===== config.mk =====
export PLATFORM = sky130hd
export DESIGN_NAME = traffic_light_monitor
export DESIGN_NICKNAME = d
export VERILOG_FILES = /design/src/rtl/traffic_light_pkg.sv /design/src/rtl/phase_timer.sv /design/src/rtl/traffic_light_monitor.sv
export SDC_FILE = /design/constraint.sdc
export NUM_CORES = 1
export LEC_CHECK = 0
export ABC_CLOCK_PERIOD_IN_PS = 2700
export CAP_MARGIN = 10
export CORE_ASPECT_RATIO = 1.1
export CORE_UTILIZATION = 35
export CTS_BUF_LIST = sky130_fd_sc_hd__clkbuf_16
export DETAILED_ROUTE_END_ITERATION = 8
export GPL_TIMING_DRIVEN = 0
export PLACE_DENSITY = 0.62
export SLEW_MARGIN = 20
export SYNTH_ARGS = -nofsm -noshare
export SYNTH_HDL_FRONTEND = slang
export SYNTH_SLANG_ARGS = --single-unit

===== constraint.sdc =====
create_clock -name clk -period 2.7 [get_ports clk]
set_input_delay 0.27 -clock clk [delete_from_list [all_inputs] [get_ports clk]]
set_output_delay 0.27 -clock clk [all_outputs]
set_load 0.01 [all_outputs]

===== src/rtl/traffic_light_pkg.sv =====
// Shared phase encoding for the traffic light controller and its monitor,
// plus small lamp-decoding helpers.
package traffic_light_pkg;

  typedef enum logic [1:0] {
    PhaseSync   = 2'd0,
    PhaseRed    = 2'd1,
    PhaseGreen  = 2'd2,
    PhaseYellow = 2'd3
  } phase_e;

  // True when exactly one lamp is lit.
  function automatic logic lamps_onehot(input logic red, input logic green, input logic yellow);
    return (red & ~green & ~yellow) | (~red & green & ~yellow) | (~red & ~green & yellow);
  endfunction

  // Phase shown by a lamp sample; only meaningful when lamps_onehot() holds.
  function automatic phase_e lamp_phase(input logic red, input logic green, input logic yellow);
    if (red) begin
      return PhaseRed;
    end else if (green) begin
      return PhaseGreen;
    end else if (yellow) begin
      return PhaseYellow;
    end
    return PhaseSync;
  endfunction

  // The only permitted sequence is RED -> GREEN -> YELLOW -> RED.
  function automatic logic legal_step(input phase_e from_ph, input phase_e to_ph);
    return ((from_ph == PhaseRed)    && (to_ph == PhaseGreen))  ||
           ((from_ph == PhaseGreen)  && (to_ph == PhaseYellow)) ||
           ((from_ph == PhaseYellow) && (to_ph == PhaseRed));
  endfunction

endpackage


===== src/rtl/phase_timer.sv =====
// Saturating dwell counter. clear restarts the count; when enable is also
// high the restarted count already includes the current cycle (loads 1).
module phase_timer #(
  parameter int unsigned CNT_W = 8
) (
  input  logic             clk,
  input  logic             rst,
  input  logic             clear,
  input  logic             enable,
  output logic [CNT_W-1:0] count
);

  logic [CNT_W-1:0] count_q, count_d;

  // Next count: restart on clear, otherwise saturating increment.
  always_comb begin
    count_d = count_q;
    if (clear) begin
      count_d = {{(CNT_W-1){1'b0}}, enable};
    end else if (enable && (count_q != {CNT_W{1'b1}})) begin
      count_d = count_q + CNT_W'(1);
    end
  end

  // Count register with synchronous active-low reset.
  always_ff @(posedge clk) begin
    if (!rst) begin
      count_q <= '0;
    end else begin
      count_q <= count_d;
    end
  end

  assign count = count_q;

endmodule


===== src/rtl/traffic_light_monitor.sv =====
// Passive checker for a RED -> GREEN -> YELLOW traffic light controller.
// Tracks the lamp phase, its dwell time, and flags one-hot, ordering and
// dwell-time violations. Completed-cycle statistics are built only when
// TRAFFIC_LIGHT_MONITOR_STATS_EN is defined; otherwise full_cycles reads 0.
module traffic_light_monitor
  import traffic_light_pkg::*;
#(
  parameter int unsigned RED_TIME    = 5,
  parameter int unsigned GREEN_TIME  = 5,
  parameter int unsigned YELLOW_TIME = 2,
  parameter int unsigned CNT_W       = 8
) (
  input  logic             clk,
  input  logic             rst,
  input  logic             red,
  input  logic             green,
  input  logic             yellow,
  output logic [1:0]       phase,
  output logic [CNT_W-1:0] dwell,
  output logic             err_onehot,
  output logic             err_order,
  output logic             err_timing,
  output logic             err_any,
  output logic [CNT_W-1:0] full_cycles
);

  localparam logic [CNT_W-1:0] RedTimeW    = CNT_W'(RED_TIME);
  localparam logic [CNT_W-1:0] GreenTimeW  = CNT_W'(GREEN_TIME);
  localparam logic [CNT_W-1:0] YellowTimeW = CNT_W'(YELLOW_TIME);

  phase_e           phase_q, phase_d;
  // timed: the current phase was entered by a legal step and is checked.
  // over:  overstay already flagged, so no more timing checks this phase.
  logic             timed_q, timed_d;
  logic             over_q, over_d;
  logic             onehot_q, onehot_d;
  logic             order_q, order_d;
  logic             timing_q, timing_d;
  logic             any_q, any_d;
  logic             valid;
  phase_e           sample_ph;
  logic [CNT_W-1:0] phase_time;
  logic             tmr_clear, tmr_enable;

  phase_timer #(
    .CNT_W (CNT_W)
  ) u_phase_timer (
    .clk    (clk),
    .rst    (rst),
    .clear  (tmr_clear),
    .enable (tmr_enable),
    .count  (dwell)
  );

  assign valid     = lamps_onehot(red, green, yellow);
  assign sample_ph = lamp_phase(red, green, yellow);

  // Required dwell of the phase currently being tracked.
  always_comb begin
    phase_time = '0;
    case (phase_q)
      PhaseRed:    phase_time = RedTimeW;
      PhaseGreen:  phase_time = GreenTimeW;
      PhaseYellow: phase_time = YellowTimeW;
      default:     phase_time = '0;
    endcase
  end

  // Phase tracking and violation detection for the current lamp sample.
  always_comb begin
    phase_d    = phase_q;
    timed_d    = timed_q;
    over_d     = over_q;
    onehot_d   = 1'b0;
    order_d    = 1'b0;
    timing_d   = 1'b0;
    tmr_clear  = 1'b0;
    tmr_enable = 1'b0;

    if (!valid) begin
      // Ambiguous sample: report it and freeze tracking.
      onehot_d = 1'b1;
    end else if (phase_q == PhaseSync) begin
      phase_d    = sample_ph;
      timed_d    = 1'b0;
      over_d     = 1'b0;
      tmr_clear  = 1'b1;
      tmr_enable = 1'b1;
    end else if (sample_ph == phase_q) begin
      tmr_enable = 1'b1;
      if (timed_q && !over_q && (dwell == phase_time)) begin
        timing_d = 1'b1;
        over_d   = 1'b1;
      end
    end else begin
      phase_d    = sample_ph;
      over_d     = 1'b0;
      tmr_clear  = 1'b1;
      tmr_enable = 1'b1;
      if (legal_step(phase_q, sample_ph)) begin
        timed_d = 1'b1;
        if (timed_q && !over_q && (dwell < phase_time)) begin
          timing_d = 1'b1;
        end
      end else begin
        order_d = 1'b1;
        timed_d = 1'b0;
      end
    end

    any_d = any_q | onehot_d | order_d | timing_d;
  end

  // Tracking state and registered violation outputs.
  always_ff @(posedge clk) begin
    if (!rst) begin
      phase_q  <= PhaseSync;
      timed_q  <= 1'b0;
      over_q   <= 1'b0;
      onehot_q <= 1'b0;
      order_q  <= 1'b0;
      timing_q <= 1'b0;
      any_q    <= 1'b0;
    end else begin
      phase_q  <= phase_d;
      timed_q  <= timed_d;
      over_q   <= over_d;
      onehot_q <= onehot_d;
      order_q  <= order_d;
      timing_q <= timing_d;
      any_q    <= any_d;
    end
  end

  assign phase      = phase_q;
  assign err_onehot = onehot_q;
  assign err_order  = order_q;
  assign err_timing = timing_q;
  assign err_any    = any_q;

`ifdef TRAFFIC_LIGHT_MONITOR_STATS_EN
  // cyc_ok: the cycle that began at the current RED is still clean and timed.
  logic             cyc_ok_q, cyc_ok_d;
  logic [CNT_W-1:0] full_q, full_d;
  logic             close_cycle;

  assign close_cycle = valid && (phase_q == PhaseYellow) && (sample_ph == PhaseRed);

  // Qualify the running cycle and count it when YELLOW hands over to RED.
  always_comb begin
    cyc_ok_d = cyc_ok_q;
    full_d   = full_q;
    if (onehot_d || order_d || timing_d) begin
      cyc_ok_d = 1'b0;
    end
    if (close_cycle) begin
      if (cyc_ok_q && timed_q && !timing_d && (full_q != {CNT_W{1'b1}})) begin
        full_d = full_q + CNT_W'(1);
      end
      // The new RED was entered legally, so the next cycle starts clean.
      cyc_ok_d = 1'b1;
    end
  end

  // Cycle statistics registers.
  always_ff @(posedge clk) begin
    if (!rst) begin
      cyc_ok_q <= 1'b0;
      full_q   <= '0;
    end else begin
      cyc_ok_q <= cyc_ok_d;
      full_q   <= full_d;
    end
  end

  assign full_cycles = full_q;
`else
  assign full_cycles = '0;
`endif

endmodule

======== After elaboration in Yosys (flattened, before gate mapping) ========
Cells that the tools add are included.
word-level totals
  register bits after elaboration ......... 16
  latch bits .............................. 0
  output and inout port bits .............. 22
  bits in read-only memories .............. 0
  RAM bits ................................ 0
  memories ................................ 0
cells by class
  reductions and logical operators ........ 16
  bitwise logic cells ..................... 15
  shift operators ......................... 0
  eq/ne operators ......................... 11
  multipliers ............................. 0
  multiplexer cells ....................... 33
  $add $sub $neg .......................... 1
  magnitude comparators ................... 1
  divide/modulo/power cells ............... 0
operators with widths
  kind                 number
  $mux 1               26
  $mux 2               6
  $add 8x1->8 const B  1
  $eq 2x2->1 const B   4
  $eq 8x3->1           1
  $lt 8x3->1           1
  $ne 8x8->1 const B   1
  $logic_and 1x1->1    7
  $and 1x1->1          6
  $pmux 3 s2           1
  $or 1x1->1           5
  $eq 2x1->1 const B   2
  $not 1->1            4
  $reduce_and 2->1     2
  $reduce_or 2->1      2
  $ne 3x2->1 const B   1
  $eq 2x2->1           1
  $logic_not 2->1      1
  $logic_or 1x1->1     2
  $ne 2x2->1 const B   1
  $reduce_bool 2->1    1
  $logic_not 1->1      1

======== Logic depth before layout (Yosys ltp) ========
  depth after elaboration ................. 14
  gate-level depth with buffers ........... 8
  gate-level depth less buffers ........... 8

======== Modules after synthesis ========
A second synthesis with hierarchy kept.
unflattened totals
  cells, all modules ...................... 133
  area, all modules ....................... 1131.1 µm²
modules (own cells, without submodules)
  module                 times used  cells each  sequential area each (µm²)  area each (µm²)
  traffic_light_monitor  1           82          160.2                       670.6
  phase_timer            1           51          160.2                       460.4

======== Worst setup path after synthesis ========
No wires, ideal clock.
  path type ............................... reg2reg
  start ................................... register phase_q[0], in the netlist phase[0]
  end ..................................... register any_q, in the netlist err_any
  arrival ................................. 1.885 ns
  stages on the path, launching flop included .. 9
  library setup time ...................... 0.074 ns
  path slack .............................. 0.740 ns
  required time ........................... 2.626 ns
  cell sequence ........................... dfxtp_1 inv_1 ha_1 inv_1 ha_1 and4b_1 nand2_1 mux2_4 a31oi_2
between the ends
  longest elaborated chain between the ends .. 11
RTL lines
  item                                             RTL line                                                                       source
  start: declaration                               traffic_light_monitor.sv:31                                                    phase_e phase_q, phase_d;
  start signal: assignment                         traffic_light_monitor.sv:117                                                   phase_q <= PhaseSync;
  start signal: assignment                         traffic_light_monitor.sv:125                                                   phase_q <= phase_d;
  $eq 2x1->1 / $eq 2x2->1 (equally long branches)  traffic_light_pkg.sv:31, traffic_light_monitor.sv:61, traffic_light_pkg.sv:32
  $reduce_or 2->1 (no source line)                 n/a
  $pmux 3 s2                                       traffic_light_monitor.sv:61                                                    case (phase_q)
  $lt 8x3->1                                       traffic_light_monitor.sv:102                                                   if (timed_q && !over_q && (dwell < phase_time)) begin
  $logic_and 1x1->1                                traffic_light_monitor.sv:102
  $mux 1                                           traffic_light_monitor.sv:102
  $mux 1                                           traffic_light_monitor.sv:100                                                   if (legal_step(phase_q, sample_ph)) begin
  $mux 1                                           traffic_light_monitor.sv:89                                                    end else if (sample_ph == phase_q) begin
  $mux 1                                           traffic_light_monitor.sv:83                                                    end else if (phase_q == PhaseSync) begin
  $mux 1                                           traffic_light_monitor.sv:80                                                    if (!valid) begin
  $or 1x1->1 (*)                                   traffic_light_monitor.sv:111                                                   any_d = any_q | onehot_d | order_d | timing_d;
  end signal: assignment                           traffic_light_monitor.sv:131                                                   any_q <= any_d;
  end: declaration                                 traffic_light_monitor.sv:39                                                    logic any_q, any_d;
Mark *: on every way between the ends. The rest lies on a longest branch, timed or not.
A chain may end at the register's enable or synchronous reset.

======== Worst setup path after layout ========
Same ends and word-level chain as after synthesis.

==> metrics <==
outcome finished clean; Routed WL 2170 µm; Cells after Synth 126; sw frac 24.8%; internal power 0.000503 W; Starting Density 37.1%; Final Max Tran Viols 0; CTS max path bufs 2; CTS tree done; largest cells by area after synthesis dfxtp_1, ha_1, buf_4; synthesized area 0.00104 mm²; Syn Area/Cell 8.26 µm²; initial antenna violation count 0; synth warn 0; share of the synthesized area in the top cell type 30.8%; Overflow after GRT 0; total number of placement rows 20; total power 0.000669 W; Core Area 0.00280 mm²; Setup violations, final 0; M2 GR Usage 26.6%; Hold WS 0.405 ns; Final Hold Viols 0; relative slew slack 61.6%; # IOs 27; gr busiest metal met2; Tmin final 2.11 ns; P&R area growth vs syn 30.4%; clock sink count 16; ANT cells 0; die height 59.2 µm; CP Launch Type register; maximum vdd drop 0.310 mV; fmax 473 MHz; # resized after CTS 0; Worst Tran Pin Value 0.572 ns; Seq/Total Area, Yosys 30.8%; setup TNS 0 ns; Starting DRT DRC Count 6; share of cells above drive strength 1 13.6%; Initial DRT Pass Iterations 4; Die X-Extent 54 µm; Synth area leader dfxtp_1; Combinational Power Share 19.5%; Via Count 935; Num CTS Buffers 3; port bufs 17; Layout fillers 293; crit-path max FO 11; Post-route DRC 0; final period utilization 78.2%; Cells after DPL 183; Reg power frac 38.3%; Psw 0.000166 W; Crit. End Element register; hold_buf cts 0; Worst Path Required 2.87 ns; antenna viol nets, final 0; Post-Layout Cell Count 187; met3 Use GR 3.08%; total track usage 14.8%; Die Footprint 0.00320 mm²; commonest cells after routing, fill and taps aside clkdlybuf4s50_1, dfxtp_1, nor2_1; clk_lat worst skew 0.24 ns; WL/cell 11.6 µm; PD cells 493 mW/mm²; Crit Path Class register to register; Placer Congestion 0.770; Reg clk slew, reported paths 0.05 ns; Clock power frac 42.2%; max-cap violations 0; vias in the first global route 818; H-tree depth 1; flops & latches, synth 16; postcts setup bufs 0; first-pass GRT wire length 3510 µm; dpl hpwl 1730 µm; final net count 168; Netlist cell types 38; commonest non-fill, non-tap cell in the layout clkdlybuf4s50_1; via/cell ratio 5.00; largest net degree at the start of global routing 12; worst hold path class input pin to register; RSZ-0062 raised after global routing no; clock tree root driver cell clkbuf_16; met1 usage 17.5%; leak pwr 0.532 nW; Setup Skew 0.00162 ns; CP arrival 2.28 ns
-- worst max-delay path, stage by stage (launching register included) --
cell and delay (ns):
dfxtp_1 0.49, inv_1 0.14, ha_1 0.33, inv_1 0.05
ha_1 0.28, and4b_1 0.25, nand2_1 0.07, mux2_4 0.28
a31oi_2 0.15
-- through the flow --
step	utilization, %	setup WS, ns	area, µm²
after floorplan	-	0.740	1070
after global placement	45.6	0.609	1280
after detailed placement	45.6	0.581	1280
after CTS	48.4	0.578	1360
after global routing	48.4	0.434	1360
final	48.4	0.588	1360
-- power by group through the flow --
stage / combinational [W] / sequential [W] / clock [W]
after CTS: 0.000131 / 0.000257 / 0.000288
after detailed placement: 0.000131 / 0.000262 / 0
after floorplan: 0.0000860 / 0.000264 / 0
after global placement: 0.000127 / 0.000261 / 0
final: 0.000130 / 0.000256 / 0.000282
after global routing: 0.000148 / 0.000258 / 0.000299
-- routing by layer --
layer,part of all wire (%),wire length (µm)
met4,0.46,10
met5,0,0
met2,50,1090
met3,3.2,69
met1,46,993
-- state kept, by name, indices dropped and copies added, names as in the netlist --
name	count
err_any	1
over_q	1
timed_q	1
phase	2
u_phase_timer.count	8
err_order	1
err_timing	1
err_onehot	1
-- cell families after synthesis --
group           share of synthesized area [%]
other cells                             0.360
xor+xnor                                 5.89
compound gates                           17.4
flops                                    30.8
mux                                      1.44
buf+inv                                  9.61
simple gates                             24.9
fa+ha+maj                                9.62
-- cells in the mapped netlist, drive strengths merged --
cell type,number
o31ai,1
o21ai,10
nor3,1
and2,5
or3,1
nor2b,1
or4b,1
a21bo,1
o211ai,1
nor2,14
xor2,6
xnor2,1
nand3,7
o21a,2
a21boi,1
mux2,1
a211oi,2
a31oi,3
nand2b,1
or4,1
ha,8
clkinv,1
inv,5
nor3b,1
buf,11
and4,1
and4b,1
nand3b,1
dfxtp,16
a21oi,7
conb,1
nand4,6
nand2,6
-- final timing paths --
| kind | slack (ns) | to | from | depth (start not counted) |
|---|---|---|---|---|
| setup reg to reg | 0.59 | err_any | phase[0] | 8 |
| setup / recovery | 0.59 | err_any | phase[0] | 8 |
| hold reg to reg | 0.46 | over_q | over_q | 2 |
| hold / removal | 0.40 | phase[1] | yellow | 3 |
-- area by class of cell --
| type | count | area [µm²] | area share [%] |
|---|---|---|---|
| buffer | 11 | 77.6 | 5.71 |
| clock buffer | 3 | 75.1 | 5.53 |
| clock inverter | 1 | 3.75 | 0.276 |
| inverter | 6 | 22.5 | 1.66 |
| multi-input combinational | 100 | 647 | 47.6 |
| sequential | 16 | 320 | 23.6 |
| tap | 33 | 41.3 | 3.04 |
| timing repair buffer | 17 | 170 | 12.5 |
(Power assumes the default switching activity.)
